**src/rtl/riscv_run_monitor_pkg.sv**
```systemverilog
// Shared types and defaults for the run monitor, so the program image and
// the monitor agree on the mailbox location and pass value.
package riscv_mon_pkg;

  typedef enum logic [2:0] {
    HOLD    = 3'd0,
    RUN     = 3'd1,
    PASS    = 3'd2,
    FAIL    = 3'd3,
    TIMEOUT = 3'd4
  } mon_state_t;

  localparam int unsigned DONE_ADDR_DEF  = 100;
  localparam int unsigned PASS_VALUE_DEF = 25;

endpackage

```
**src/rtl/riscv_run_monitor_if.sv**
```systemverilog
// Core-side snoop bundle: data-memory write port plus the retire pulse.
interface riscv_run_monitor_if #(
  parameter int ADDR_W = 32,
  parameter int DATA_W = 32
);
  logic              mem_we;
  logic [ADDR_W-1:0] mem_addr;
  logic [DATA_W-1:0] mem_wdata;
  logic              instr_retire;

  modport master (output mem_we, mem_addr, mem_wdata, instr_retire);
  modport slave  (input  mem_we, mem_addr, mem_wdata, instr_retire);
endinterface

```
**src/rtl/riscv_run_monitor_sat_counter.sv**
```systemverilog
// Up-counter with synchronous clear (priority over enable) that sticks at all-ones.
module sat_counter #(
  parameter int W = 32
) (
  input  logic         clk,
  input  logic         rst_n,
  input  logic         clr_i,
  input  logic         en_i,
  output logic [W-1:0] cnt_o
);
  logic [W-1:0] cnt_q, cnt_d;

  always_comb begin
    cnt_d = cnt_q;
    if (clr_i)                      cnt_d = '0;
    else if (en_i && (cnt_q != '1)) cnt_d = cnt_q + 1'b1;
  end

  always_ff @(posedge clk or negedge rst_n) begin
    if (!rst_n) cnt_q <= '0;
    else        cnt_q <= cnt_d;
  end

  assign cnt_o = cnt_q;
endmodule

```
**src/rtl/riscv_run_monitor.sv**
```systemverilog
// Run controller: sequences core reset, counts cycles/instret, and watches
// the mailbox store to report pass, fail or timeout.
module riscv_run_monitor
  import riscv_mon_pkg::*;
#(
  parameter int RST_CYCLES = 2,
  parameter int MAX_CYCLES = 1000,
  parameter int ADDR_W     = 32,
  parameter int DATA_W     = 32,
  parameter int CNT_W      = 32,
  parameter int DONE_ADDR  = DONE_ADDR_DEF,
  parameter int PASS_VALUE = PASS_VALUE_DEF
) (
  input  logic                 clk,
  input  logic                 reset_n,
  input  logic                 restart,
  riscv_run_monitor_if.slave   mon,
  output logic                 core_reset,
  output logic                 running,
  output logic                 done,
  output logic                 pass,
  output logic                 fail,
  output logic                 timeout,
  output logic [DATA_W-1:0]    result,
  output logic [CNT_W-1:0]     cycle_count,
  output logic [CNT_W-1:0]     instret_count
);
  localparam int HW = $clog2(RST_CYCLES + 1);

  mon_state_t        state_q, state_d;
  logic [HW-1:0]     hold_q, hold_d;
  logic [DATA_W-1:0] result_q, result_d;
  logic              hit, at_limit, clr;

  assign hit = mon.mem_we && (mon.mem_addr == ADDR_W'(DONE_ADDR));
  // Widen before comparing so a narrow counter never aliases a large budget.
  assign at_limit = (64'(cycle_count) == (64'(MAX_CYCLES) - 64'd1));
  assign clr      = restart && (state_q != HOLD);

  always_comb begin
    state_d  = state_q;
    hold_d   = hold_q;
    result_d = result_q;
    unique case (state_q)
      HOLD: begin
        if (hold_q == HW'(RST_CYCLES)) begin
          state_d = RUN;
          hold_d  = '0;
        end else begin
          hold_d  = hold_q + 1'b1;
        end
      end
      RUN: begin
        if (restart) begin
          state_d  = HOLD;
          result_d = '0;
        end else if (hit) begin
          result_d = mon.mem_wdata;
          state_d  = (mon.mem_wdata == DATA_W'(PASS_VALUE)) ? PASS : FAIL;
        end else if (at_limit) begin
          state_d  = TIMEOUT;
        end
      end
      default: begin
        if (restart) begin
          state_d  = HOLD;
          result_d = '0;
        end
      end
    endcase
  end

  always_ff @(posedge clk or negedge reset_n) begin
    if (!reset_n) begin
      state_q  <= HOLD;
      hold_q   <= '0;
      result_q <= '0;
    end else begin
      state_q  <= state_d;
      hold_q   <= hold_d;
      result_q <= result_d;
    end
  end

  sat_counter #(.W(CNT_W)) u_cyc (
    .clk(clk), .rst_n(reset_n), .clr_i(clr),
    .en_i(state_q == RUN), .cnt_o(cycle_count)
  );

  sat_counter #(.W(CNT_W)) u_ret (
    .clk(clk), .rst_n(reset_n), .clr_i(clr),
    .en_i((state_q == RUN) && mon.instr_retire), .cnt_o(instret_count)
  );

  assign core_reset = (state_q == HOLD);
  assign running    = (state_q == RUN);
  assign pass       = (state_q == PASS);
  assign fail       = (state_q == FAIL);
  assign timeout    = (state_q == TIMEOUT);
  assign done       = pass || fail || timeout;
  assign result     = result_q;
endmodule

```
**src/flat_wrapper.sv**
```systemverilog
// flat-port wrapper written by rule: the top's interface ports become plain ports
module riscv_run_monitor_flat import riscv_mon_pkg::*;
#(
  parameter int RST_CYCLES = 2,
  parameter int MAX_CYCLES = 1000,
  parameter int ADDR_W     = 32,
  parameter int DATA_W     = 32,
  parameter int CNT_W      = 32,
  parameter int DONE_ADDR  = DONE_ADDR_DEF,
  parameter int PASS_VALUE = PASS_VALUE_DEF
)
  (clk, reset_n, restart, core_reset, running, done, pass, fail, timeout, result, cycle_count, instret_count, mon_mem_we, mon_mem_addr, mon_mem_wdata, mon_instr_retire);
  riscv_run_monitor_if #(.ADDR_W(ADDR_W), .DATA_W(DATA_W)) mon_i ();
  input  logic clk;
  input  logic reset_n;
  input  logic restart;
  output logic core_reset;
  output logic running;
  output logic done;
  output logic pass;
  output logic fail;
  output logic timeout;
  output logic [DATA_W-1:0] result;
  output logic [CNT_W-1:0] cycle_count;
  output logic [CNT_W-1:0] instret_count;
  input wire logic [$bits(mon_i.mem_we)-1:0] mon_mem_we;
  input wire logic [$bits(mon_i.mem_addr)-1:0] mon_mem_addr;
  input wire logic [$bits(mon_i.mem_wdata)-1:0] mon_mem_wdata;
  input wire logic [$bits(mon_i.instr_retire)-1:0] mon_instr_retire;
  assign mon_i.mem_we = mon_mem_we;
  assign mon_i.mem_addr = mon_mem_addr;
  assign mon_i.mem_wdata = mon_mem_wdata;
  assign mon_i.instr_retire = mon_instr_retire;
  riscv_run_monitor #(.RST_CYCLES(RST_CYCLES), .MAX_CYCLES(MAX_CYCLES), .ADDR_W(ADDR_W), .DATA_W(DATA_W), .CNT_W(CNT_W), .DONE_ADDR(DONE_ADDR), .PASS_VALUE(PASS_VALUE)) u_core (.clk(clk), .reset_n(reset_n), .restart(restart), .mon(mon_i), .core_reset(core_reset), .running(running), .done(done), .pass(pass), .fail(fail), .timeout(timeout), .result(result), .cycle_count(cycle_count), .instret_count(instret_count));
endmodule
```
**config.mk**
```make
export PLATFORM = sky130hd
export DESIGN_NAME = riscv_run_monitor_flat
export DESIGN_NICKNAME = d
export VERILOG_FILES = /design/src/rtl/riscv_run_monitor_pkg.sv /design/src/rtl/riscv_run_monitor_if.sv /design/src/rtl/riscv_run_monitor_sat_counter.sv /design/src/rtl/riscv_run_monitor.sv /design/src/flat_wrapper.sv
export SDC_FILE = /design/constraint.sdc
export NUM_CORES = 1
export LEC_CHECK = 0
export CORE_MARGIN = 8
export CORE_UTILIZATION = 30
export CTS_CLUSTER_SIZE = 10
export DETAILED_ROUTE_END_ITERATION = 7
export PLACE_DENSITY = 0.63
export SYNTH_ARGS = -nofsm -noshare
export SYNTH_HDL_FRONTEND = slang
export SYNTH_SLANG_ARGS = --single-unit
```
**constraint.sdc**
```tcl
create_clock -name clk -period 3.64 [get_ports clk]
set_input_delay 0.546 -clock clk [delete_from_list [all_inputs] [get_ports clk]]
set_output_delay 0.546 -clock clk [all_outputs]
set_load 0.03 [all_outputs]
```
### Word-level counts from Yosys, hierarchy flattened

Cells that the tools add are included.

| storage, ports and cells | value |
|---|---|
| input bits | 69 |
| logic and storage cells | 53 |
| flip-flop bits (word level) | 101 |
| output and inout bits | 102 |

| operators by class | value |
|---|---|
| bitwise logic cells | 1 |
| eq/ne operators | 12 |
| add/sub/neg operators | 3 |
| reductions and logical operators | 16 |
| muxes and demuxes | 16 |

Operators with widths:

| operator | count |
|---|---|
| 32-bit 2-to-1 mux | 7 |
| 32-bit by 1-bit adder with 32-bit output, second input constant | 2 |
| 32-bit inequality test, second input constant | 2 |
| 32-bit case mux with 2 select lines | 1 |
| 32-bit by 10-bit equality test with 1-bit output, second input constant | 1 |
| 32-bit by 5-bit equality test with 1-bit output, second input constant | 1 |
| 32-bit by 7-bit equality test with 1-bit output, second input constant | 1 |
| 3-bit 2-to-1 mux | 5 |
| 2-bit nonzero test | 4 |
| 3-bit by 2-bit equality test with 1-bit output, second input constant | 2 |
| 3-bit case mux with 2 select lines | 1 |
| 3-bit AND reduction | 2 |
| 3-bit nonzero test | 2 |
| 1-bit logical AND | 5 |
| 4-bit by 2-bit inequality test with 1-bit output, second input constant | 1 |
| 3-bit by 1-bit equality test with 1-bit output, second input constant | 1 |
| 3-bit equality test, second input constant | 1 |
| 3-bit logical NOT | 1 |
| 2-bit by 1-bit adder with 2-bit output, second input constant | 1 |
| 2-bit equality test, second input constant | 1 |
| 1-bit logical OR | 2 |
| 2-bit 2-to-1 mux | 1 |
| 2-bit by 1-bit inequality test with 1-bit output, second input constant | 1 |
| 1-bit 2-to-1 mux | 1 |
| 1-bit NOT | 1 |

### Depth between registers and ports, before layout

Gate-level depths: netlist of the first run.

| logic depth | value |
|---|---|
| word-level depth | 5 |
| mapped depth | 8 |
| depth with buffers taken out | 6 |

### By module

Synthesis of the first run repeated with hierarchy kept, for this count alone.

| second synthesis, totals | value |
|---|---|
| cells, all modules | 609 |
| area, all modules | 5778.0 µm² |

Modules (own cells, without submodules):

| module | area an instance (µm²) | instances | cells an instance | seq. area each (µm²) |
|---|---|---|---|---|
| sat_counter | 1854.3 | 2 | 198 | 800.8 |
| riscv_run_monitor | 2069.5 | 1 | 213 | 925.9 |

### Least setup slack after synthesis of the first run

Ideal clock, no wire load.

| timing path | value |
|---|---|
| path kind | reg2reg |
| start | reg u_core.u_cyc.cnt_q[1], in the netlist u_core.u_cyc.cnt_o[1] |
| end | reg u_core.u_cyc.cnt_q[5], in the netlist u_core.u_cyc.cnt_o[5] |
| path buffers | 2 |
| required time | 3530 ps |
| setup slack | 1215 ps |
| clock period less this slack | 2425 ps |
| cell stages (with the launch flop) | 9 |
| arrival time | 2315 ps |
| cells stage by stage | dfrtp_1 > ha_1 > nand4_1 > nor4_1 > and4_1 > clkbuf_1 > clkbuf_1 > o311ai_0 > o41ai_1 |

| between the ends | value |
|---|---|
| longest elaborated chain between the ends | 3 |
| elaborated cells on any way between the ends | 6 |

RTL lines:

| element | RTL line | RTL |
|---|---|---|
| from (decl) | riscv_run_monitor_sat_counter.sv:11 | `logic [W-1:0] cnt_q, cnt_d;` |
| from (signal assigned) | riscv_run_monitor_sat_counter.sv:21 | `else cnt_q <= cnt_d;` |
| 32-bit by 1-bit adder with 32-bit output / 32-bit inequality test (equally long branches) | riscv_run_monitor_sat_counter.sv:16 | `else if (en_i && (cnt_q != '1)) cnt_d = cnt_q + 1'b1;` |
| 32-bit 2-to-1 mux / 1-bit logical AND (equally long branches) | riscv_run_monitor_sat_counter.sv:16 |  |
| 32-bit 2-to-1 mux / 2-bit nonzero test (equally long branches) | - |  |

Several ways; a longest one is shown, not always the timed one. The select of a mux whose other input is x is not followed.
A chain may end at the register's enable or synchronous reset.

### Worst setup path after layout of the first run

| timing path | value |
|---|---|
| start | reg u_core.state_q[0] |
| end | out running |

| between the ends | value |
|---|---|
| longest elaborated chain between the ends | 1 |

RTL lines:

| element | RTL line | RTL |
|---|---|---|
| from (decl) | riscv_run_monitor.sv:30 | `mon_state_t state_q, state_d;` |
| from (signal assigned) | riscv_run_monitor.sv:79 | `state_q <= state_d;` |
| 3-bit by 1-bit equality test with 1-bit output | riscv_run_monitor.sv:96 | `assign running = (state_q == RUN);` |
| to (decl) | flat_wrapper.sv:18 | `output logic running;` |

No other way between the ends.

==> flow_metrics.tcl, run 1 <==
set metrics [dict create \
    power.share.clock_pct 37.0 \
    netlist_area_um2 5270 \
    yosys_register_bits 101 \
    worstPathArrival_ps 2380 \
    num_vias 5308 \
    layout-area-overhead-vs-synth_pct 43.5 \
    critical_path_class "reg2out" \
    grt_first_pass_wirelength_mm 28.6 \
    num_antenna_cells 0 \
    critical_path_peak_fanout 11 \
    clkLatencyLatePin_ps 350 \
    fin_total_pwr_w 0.00298 \
    gr-total-overflow 0 \
    post-synth-top-count-cell "sky130_fd_sc_hd__dfrtp_1" \
    startpoint_type "register" \
    die-area_um2 22100 \
    floorplan.core_area_um2 17200 \
    cts_tree "built" \
    run_status "finished clean" \
    worst_min_delay_path_class "in2async" \
    post-dp-hpwl_mm 13.2 \
    chipWidth_um 149 \
    maxCapViolCount 0 \
    routedWlPerCell_um 18.8 \
    setup_repair_after_global_routing_missed_its_margin "false" \
    detailedRoute.firstIterationViolations 389 \
    clockBufferDepth 2 \
    detail_route.vias_per_cell 5.66 \
    grt_antenna_before_repair 0 \
    grt_use_met3_pct 6.72 \
    timing.final.setup_violations 0 \
    die_height_um 149 \
    synth_sequential_area_ratio_pct 48.0 \
    timing.max_slew.rel_slack_pct 42.4 \
    ctsHoldBuffers 0 \
    groute.layer.met2.usage_pct 25.6 \
    initial_core_util_pct 30.6 \
    synth_area_leaders "sky130_fd_sc_hd__dfrtp_1 48%, sky130_fd_sc_hd__a22o_1 5.3%, sky130_fd_sc_hd__a21oi_1 4.7%, sky130_fd_sc_hd__or4_1 3.7%, sky130_fd_sc_hd__nand4_1 3.1%" \
    setup-tns-final_ps 0 \
    number_of_global_route_vias_before_repair 5479 \
    io_buffer_count 170 \
    num-fill-cells 1578 \
    worst_pin_slew_ps 855 \
    finalWorstPathRequiredPeriod_ps 2920 \
    drtAntennaViolNets 0 \
    top_level_ports 171 \
    layoutNonFillerInstCount 937 \
    yosysTopAreaCell "sky130_fd_sc_hd__dfrtp_1" \
    p_leak_nw 2.87 \
    h-tree-depth 3 \
    final-max-slew-violation-count 0 \
    sequential_group_share_of_total_power_pct 41.9 \
    yosys-top-cells-count "101 x sky130_fd_sc_hd__dfrtp_1, 49 x sky130_fd_sc_hd__a21oi_1, 39 x sky130_fd_sc_hd__nand2_1" \
    numClockSinks 101 \
    switchingPower_w 0.000902 \
    post-route-period-util_pct 80.3 \
    synth-warning-count 0 \
    comb_power_share_pct 21.2 \
    clk_pin_slew_ps 70 \
    max_freq_mhz 342 \
    final_std_cell_area_no_fill_um2 7560 \
    cts_inserted_buffers 9 \
    mappedNetlistNets 618 \
    post_cts_resize_count 0 \
    placed_cells 921 \
    asyncSetResetFlopFracSynth_pct 100 \
    power_per_cell_area_nw_per_um2 393 \
    detail_route.drc_violations 0 \
    nature_of_the_critical_path_endpoint "output pin" \
    global_route.usage.met1_pct 19.2 \
    internal_power_w 0.00207 \
    gp_congestion 0.869 \
    num_rows 48 \
    synth_instances 547 \
    finalWirelength_mm 17.6 \
    gr-usage-all-layers_pct 16.1 \
    drt-pass1-iter-count 5 \
    power_switching_share_pct 30.3 \
    synth_top_area_share_pct 48.0 \
    ys_dominant_reg_cell "sky130_fd_sc_hd__dfrtp_1" \
    postCtsSetupRepairBufs 0 \
    vdd_drop_max_uv 217 \
    top_usage_layer "met2" \
    setup_skew_ps 8.05 \
    cp.required_ps 3090 \
    post_route_cells_drive_above_1_share_pct 5.06 \
    clock_tree.root_cell "sky130_fd_sc_hd__clkbuf_16" \
    nNetsFinal 778 \
    placedInstanceArea_um2 7220 \
    synth_enable_flop_cells 0 \
    timing.final.hold_violations 0 \
    synthesis.area_per_instance_um2 9.63 \
    grt_start_max_net_pins 54 \
    synth.distinct_cells 56 \
]
## per-stage QoR
stage / hold slack (ps) / setup WS [ps] / utilization, %
after global placement: 487 / 698 / 41.9
after CTS: 263 / 702 / 43.9
final: 237 / 715 / 43.9
after floorplan: 250 / 1210 / -
after global routing: 297 / 629 / 43.9
after detailed placement: 493 / 675 / 41.9
## state kept, by name (all words and copies together) (netlist names)
name and cells:
u_core.hold_q 2, u_core.result 32, u_core.u_ret.cnt_o 32, u_core.u_cyc.cnt_o 32, u_core.state_q 3
## layer usage
layer  vias up  share of wire [%]
met5         -                  0
met4         0                1.5
met3        17                 11
met2       241                 47
met1      2581                 41
li1       2469                  -
## power by group through the flow
stage	clock [W]	sequential, W	combinational [W]
5_1_grt	0.00117	0.00125	0.000691
6_report	0.00110	0.00125	0.000630
4_1_cts	0.00113	0.00125	0.000638
3_5_place_dp	0	0.00127	0.000635
3_3_place_gp	0	0.00126	0.000626
2_1_floorplan	0	0.00130	0.000290
## worst paths after layout
check | startpoint | endpoint | slack [ps] | cells after the start
worst max-delay path | u_core.state_q[0] | running | 720 | 3
worst min-delay path | reset_n | u_core.result[7] | 240 | 1
worst max register to register | u_core.u_cyc.cnt_o[1] | u_core.state_q[1] | 1000 | 6
worst min register to register | u_core.result[3] | u_core.result[3] | 510 | 1
max in group asynchronous | reset_n | u_core.u_cyc.cnt_o[1] | 2670 | 2
min in group clk | u_core.result[3] | u_core.result[3] | 510 | 1
## cell type report
| class | instances | area [µm²] | area share [%] |
|---|---|---|---|
| clock buffer | 13 | 280 | 3.71 |
| clock inverter | 3 | 65.1 | 0.860 |
| inverter | 10 | 37.5 | 0.496 |
| multi-input combinational | 409 | 2620 | 34.6 |
| sequential | 101 | 2530 | 33.4 |
| tap | 225 | 282 | 3.72 |
| timing repair buffer | 176 | 1760 | 23.2 |
## critical path: stages (launching register included)
cell,delay (ps)
sky130_fd_sc_hd__dfrtp_1,470
sky130_fd_sc_hd__or3b_1,570
sky130_fd_sc_hd__inv_2,270
sky130_fd_sc_hd__clkdlybuf4s50_1,720
## cell usage in the layout, fill, tap and decap left out, types with 7 or more instances in the layout
master / instances
sky130_fd_sc_hd__nand2_1: 39
sky130_fd_sc_hd__inv_1: 9
sky130_fd_sc_hd__nand3_1: 27
sky130_fd_sc_hd__nor4_1: 22
sky130_fd_sc_hd__a22o_1: 32
sky130_fd_sc_hd__dfrtp_1: 101
sky130_fd_sc_hd__nor2_1: 22
sky130_fd_sc_hd__nand4_1: 26
sky130_fd_sc_hd__and4_1: 10
sky130_fd_sc_hd__and3_1: 7
sky130_fd_sc_hd__a21oi_1: 48
sky130_fd_sc_hd__clkdlybuf4s50_1: 169
sky130_fd_sc_hd__or4_1: 26
sky130_fd_sc_hd__nor3_1: 9
sky130_fd_sc_hd__o21ai_0: 31
sky130_fd_sc_hd__clkbuf_16: 9
sky130_fd_sc_hd__o31ai_1: 19
sky130_fd_sc_hd__or3_1: 26
## cells by family (layout without fill, tap and decap cells)
kind of cell / count (synthesis) / after routing / share of synthesized area (%)
and+or+nand+nor: 242 / 242 / 27.4
buffers and inverters: 37 / 202 / 2.68
xor gates and xnor gates: 7 / 7 / 1.16
AOI/OAI and AO/OA: 156 / 156 / 19.9
adders and majority gates: 2 / 2 / 0.475
DFF: 101 / 101 / 48.0
muxes: 2 / 2 / 0.380
(Power assumes the default switching activity.)
==> inputs of run 2 (changes only) <==
- PLACE_DENSITY: 0.63 -> 0.65
- clock period: 3.64 -> 2.4 ns (I/O delays scaled with it)
==> flow_metrics.tcl, run 2 (synthesis gave the netlist of run 1 again) <==
set metrics [dict create \
    clk_pin_slew_ps 70 \
    num-fill-cells 1589 \
    cp.required_ps 2670 \
    timing.final.setup_violations 0 \
    critical_path_peak_fanout 7 \
    worst_pin_slew_ps 850 \
    critical_path_class "reg2reg" \
    die-area_um2 22100 \
    num_antenna_cells 0 \
    post-dp-hpwl_mm 13.5 \
    maxCapViolCount 0 \
    layout.cells.most_common "sky130_fd_sc_hd__clkdlybuf4s50_1" \
    p_leak_nw 3.14 \
    fin_hold_ws_ps 511 \
    grt_antenna_before_repair 0 \
    drtAntennaViolNets 0 \
    grt_first_pass_wirelength_mm 29.3 \
    worst_r2r_endpoint "u_core.u_ret.cnt_o[31]" \
    finalWirelength_mm 17.8 \
    vdd_drop_max_uv 386 \
    detailedRoute.firstIterationViolations 377 \
    post_route_cells_drive_above_1_share_pct 11.7 \
    timing.max_slew.rel_slack_pct 42.7 \
    top_level_ports 171 \
    power_per_cell_area_nw_per_um2 570 \
    setup_skew_ps 8.11 \
    floorplan.core_area_um2 17200 \
    cts_tree "built" \
    worst_min_delay_path_class "in2async" \
    grt_start_max_net_pins 47 \
    worstPathArrival_ps 2600 \
    post-route-period-util_pct 96.8 \
    worstReg2RegStart "u_core.state_q[1]" \
    most-common-layout-cells "164 x sky130_fd_sc_hd__clkdlybuf4s50_1, 99 x sky130_fd_sc_hd__dfrtp_1, 50 x sky130_fd_sc_hd__buf_4, 48 x sky130_fd_sc_hd__a21oi_1, 39 x sky130_fd_sc_hd__nand2_1" \
    gr-total-overflow 0 \
    nature_of_the_critical_path_endpoint "register" \
    gp_congestion 0.822 \
    chipWidth_um 149 \
    finalWorstPathRequiredPeriod_ps 2320 \
    clockBufferDepth 2 \
    clkLatencyLatePin_ps 350 \
    cts_inserted_buffers 9 \
    detail_route.vias_per_cell 5.55 \
    layout-area-overhead-vs-synth_pct 51.2 \
    detail_route.drc_violations 0 \
    timing.final.hold_violations 0 \
    max_freq_mhz 431 \
    run_status "finished clean" \
    drt-pass1-iter-count 5 \
    clock_tree.root_cell "sky130_fd_sc_hd__clkbuf_16" \
    detailedPlace.worstSlack_ps -241 \
    nNetsFinal 825 \
    worst-r2r-cell-count 5 \
    gr-usage-all-layers_pct 16.3 \
    numClockSinks 101 \
    num_rows 48 \
    r2r_setup_slack_ps 80 \
    number_of_global_route_vias_before_repair 5658 \
    setup_slack_ps 77.7 \
    final-max-slew-violation-count 0 \
    io_buffer_count 170 \
    num_vias 5451 \
    h-tree-depth 3 \
    initial_core_util_pct 30.6 \
    routedWlPerCell_um 18.1 \
    die_height_um 149 \
    startpoint_type "register" \
]
## run 2: where the power goes
group	switching, W	internal (W)	total (W)
sequential	0.000113	0.00177	0.00189
combinational	0.000637	0.000415	0.00105
clock	0.000665	0.000941	0.00161
## run 2: metrics by stage
step	area (µm²)	utilization, %	total power [W]	cells	TNS, ps
3_3_place_gp	7590	44.0	0.00295	967	-490
2_1_floorplan	5270	-	0.00241	547	0
3_5_place_dp	7590	44.0	0.00298	967	-809
5_1_grt	7970	46.2	0.00475	983	-13.6
6_report	7970	46.2	0.00454	983	0
4_1_cts	7930	46.0	0.00459	983	0
## run 2: critical path, stage by stage, from the launching register on
cell and delay (ps):
sky130_fd_sc_hd__dfrtp_1 440, sky130_fd_sc_hd__nand4bb_4 270, sky130_fd_sc_hd__or4_1 520, sky130_fd_sc_hd__a2111o_1 460
sky130_fd_sc_hd__or4_1 410, sky130_fd_sc_hd__a21oi_1 140
## run 2: worst max-delay path by stage
stage                                   to  cells after the start                    from  slack, ps
floorplan            u_core.u_ret.cnt_o[7]                      6  u_core.u_ret.cnt_o[24]         80
global placement    u_core.u_ret.cnt_o[31]                      6        mon_instr_retire       -240
detailed placement  u_core.u_ret.cnt_o[31]                      6        mon_instr_retire       -240
CTS                                   pass                      4       u_core.state_q[2]         20
global route        u_core.u_ret.cnt_o[31]                      5       u_core.state_q[1]        -10
finish              u_core.u_ret.cnt_o[31]                      5       u_core.state_q[1]         80
## run 2: routing by layer
layer  track usage, %  share of wire, %  routed length [µm]  vias to the layer above
met5                0                 0                   0                        -
li1                 -                 -                   -                     2568
met2             25.9                46                8290                      181
met4             4.79               1.2                 215                        0
met1             20.6                44                7920                     2686
met3             5.44               8.0                1420                       16
## run 2: repair_timing
action / 4_1_cts / 5_1_grt
gates resized for setup: 4 / 7
hold buffers: 1 / 0
buffers inserted: 0 / 0
pin swaps: 0 / 0
gates cloned: 0 / 0
endpoints found under the setup margin: 6 / 14
endpoints found under the hold margin: 11 / 0
## run 2: final cells by class
| cell class | instances | area [µm²] | share of cell area [%] |
|---|---|---|---|
| clock buffers | 10 | 239 | 3.00 |
| clock inverters | 5 | 83.8 | 1.05 |
| repair buffers | 223 | 2140 | 26.8 |
| well taps | 225 | 282 | 3.53 |
| inverters | 10 | 37.5 | 0.471 |
| flip-flops and latches | 101 | 2530 | 31.8 |
| multi-input cells | 409 | 2660 | 33.4 |
==> inputs of run 3 (changes only) <==
- SLEW_MARGIN: default -> 20
==> flow_metrics.tcl, run 3 (synthesis gave the netlist of run 1 again) <==
set metrics [dict create \
    final-max-slew-violation-count 0 \
    num_rows 48 \
    fin_hold_ws_ps 511 \
    numClockSinks 101 \
    post-dp-hpwl_mm 13.5 \
    layout.cells.most_common "sky130_fd_sc_hd__clkdlybuf4s50_1" \
    worst_min_delay_path_class "in2async" \
    run_status "finished clean" \
    critical_path_class "reg2reg" \
    most-common-layout-cells "164 x sky130_fd_sc_hd__clkdlybuf4s50_1, 99 x sky130_fd_sc_hd__dfrtp_1, 50 x sky130_fd_sc_hd__buf_4, 48 x sky130_fd_sc_hd__a21oi_1, 39 x sky130_fd_sc_hd__nand2_1" \
    critical_path_peak_fanout 7 \
    chipWidth_um 149 \
    initial_core_util_pct 30.6 \
    postCtsSetupRepairBufs 0 \
    worstReg2RegStart "u_core.state_q[1]" \
    post_route_cells_drive_above_1_share_pct 11.6 \
    h-tree-depth 3 \
    number_of_global_route_vias_before_repair 5641 \
    gp_congestion 0.822 \
    grt_antenna_before_repair 0 \
    timing.critical_path.buf_inv 0 \
    die_height_um 149 \
    floorplan.core_area_um2 17200 \
    detail_route.vias_per_cell 5.58 \
    timing.final.setup_violations 0 \
    worstPathArrival_ps 2620 \
    worst_pin_slew_ps 782 \
    power_switching_share_pct 31.8 \
    detailedRoute.firstIterationViolations 428 \
    grt_first_pass_wirelength_mm 29.0 \
    top_level_ports 171 \
    grt_start_max_net_pins 47 \
    timing.max_slew.rel_slack_pct 47.3 \
    power_per_cell_area_nw_per_um2 558 \
    p_leak_nw 3.13 \
    worst_path_max_delay_cell "sky130_fd_sc_hd__or4_1" \
    final_core_util_pct 46.0 \
    gr-usage-all-layers_pct 16.2 \
    setup_repair_after_global_routing_missed_its_margin "true" \
    num_vias 5489 \
    cp_cell_sequence "nand4bb_4, or4_1, a2111o_1, or4_1, a21oi_1" \
    power.share.clock_pct 33.7 \
    cp_slowest_stage_delay_ps 510 \
    num_antenna_cells 0 \
    finalWirelength_mm 17.8 \
    post-route-period-util_pct 97.7 \
    timing.final.hold_violations 0 \
    routedWlPerCell_um 18.1 \
    detail_route.drc_violations 0 \
    drt-pass1-iter-count 5 \
    worst-r2r-cell-count 5 \
    nature_of_the_critical_path_endpoint "register" \
    num-fill-cells 1596 \
    clkLatencyLatePin_ps 350 \
    layout-area-overhead-vs-synth_pct 50.6 \
    switchingPower_w 0.00141 \
    gr-total-overflow 0 \
    worst_r2r_endpoint "u_core.u_ret.cnt_o[31]" \
    final_std_cell_area_no_fill_um2 7940 \
    max_freq_mhz 426 \
    nNetsFinal 825 \
    cp.required_ps 2670 \
    die-area_um2 22100 \
    io_buffer_count 170 \
    setup-tns-final_ps 0 \
    cts_tree "built" \
    cts_inserted_buffers 9 \
    clock_tree.root_cell "sky130_fd_sc_hd__clkbuf_16" \
    drtAntennaViolNets 0 \
    timing.critical_path.max_delay_family "simple AND/OR/NAND/NOR gates" \
    clockBufferDepth 2 \
    r2r_setup_slack_ps 60 \
    dominant_cell_type_by_count_on_the_critical_path "sky130_fd_sc_hd__or4_1" \
    startpoint_type "register" \
    sequential_group_share_of_total_power_pct 42.6 \
    vdd_drop_max_uv 388 \
    internal_power_w 0.00302 \
    finalWorstPathRequiredPeriod_ps 2340 \
    comb_power_share_pct 23.7 \
    clk_pin_slew_ps 70 \
    placedInstanceArea_um2 7600 \
    setup_skew_ps 9.76 \
    maxCapViolCount 0 \
]
-- run 3: cell count changes in the layout (fill, tap and decap cells not counted), sizes merged --
cell / before / now
bufinv: 2 / 1
clkinv: 0 / 1
-- run 3: area by class of cell --
class                      count  area [µm²]  share of cell area, %
timing repair buffer         223        2140                   26.9
clock buffer                  10         239                   3.01
tap                          225         282                   3.55
multi-input combinational    409        2650                   33.4
clock inverter                 5        58.8                  0.741
inverter                      10        37.5                  0.473
sequential                   101        2530                   31.9
-- run 3: power by group through the flow --
| stage | clock network (W) | registers (W) | logic (W) |
|---|---|---|---|
| 6_report | 0.00149 | 0.00189 | 0.00105 |
| 5_1_grt | 0.00159 | 0.00190 | 0.00114 |
| 4_1_cts | 0.00154 | 0.00188 | 0.00106 |
| 3_5_place_dp | 0 | 0.00192 | 0.00106 |
| 3_3_place_gp | 0 | 0.00191 | 0.00104 |
| 2_1_floorplan | 0 | 0.00197 | 0.000440 |
-- run 3: metal layers --
metal | vias up | global-route usage [%] | part of all wire (%)
li1 | 2569 | - | -
met1 | 2661 | 20.5 | 45
met5 | - | 0 | 0
met2 | 235 | 25.3 | 46
met4 | 0 | 5.97 | 1.7
met3 | 24 | 5.26 | 8.1
-- run 3: stage by stage --
stage	worst slack [ps]	power, W	cells
floorplan	81.9	0.00241	547
global placement	-243	0.00295	967
detailed placement	-260	0.00298	967
CTS	17.3	0.00448	983
global route	-16.5	0.00464	983
finish	55.2	0.00443	983
-- run 3: timing repair --
action,4_1_cts,5_1_grt
resized for setup,3,6
endpoints found under the setup margin,3,18
hold endpoints to repair,29,0
hold buffers,1,0
-- run 3: worst max path at each step --
stage,from,to,slack (ps),cells after the start
after floorplan,u_core.u_ret.cnt_o[24],u_core.u_ret.cnt_o[7],80,6
after global placement,mon_instr_retire,u_core.u_ret.cnt_o[31],-240,6
after detailed placement,mon_instr_retire,u_core.u_ret.cnt_o[31],-260,6
after CTS,u_core.state_q[1],u_core.u_ret.cnt_o[31],20,5
after global routing,u_core.state_q[1],u_core.u_ret.cnt_o[31],-20,5
final,u_core.state_q[1],u_core.u_ret.cnt_o[31],60,5
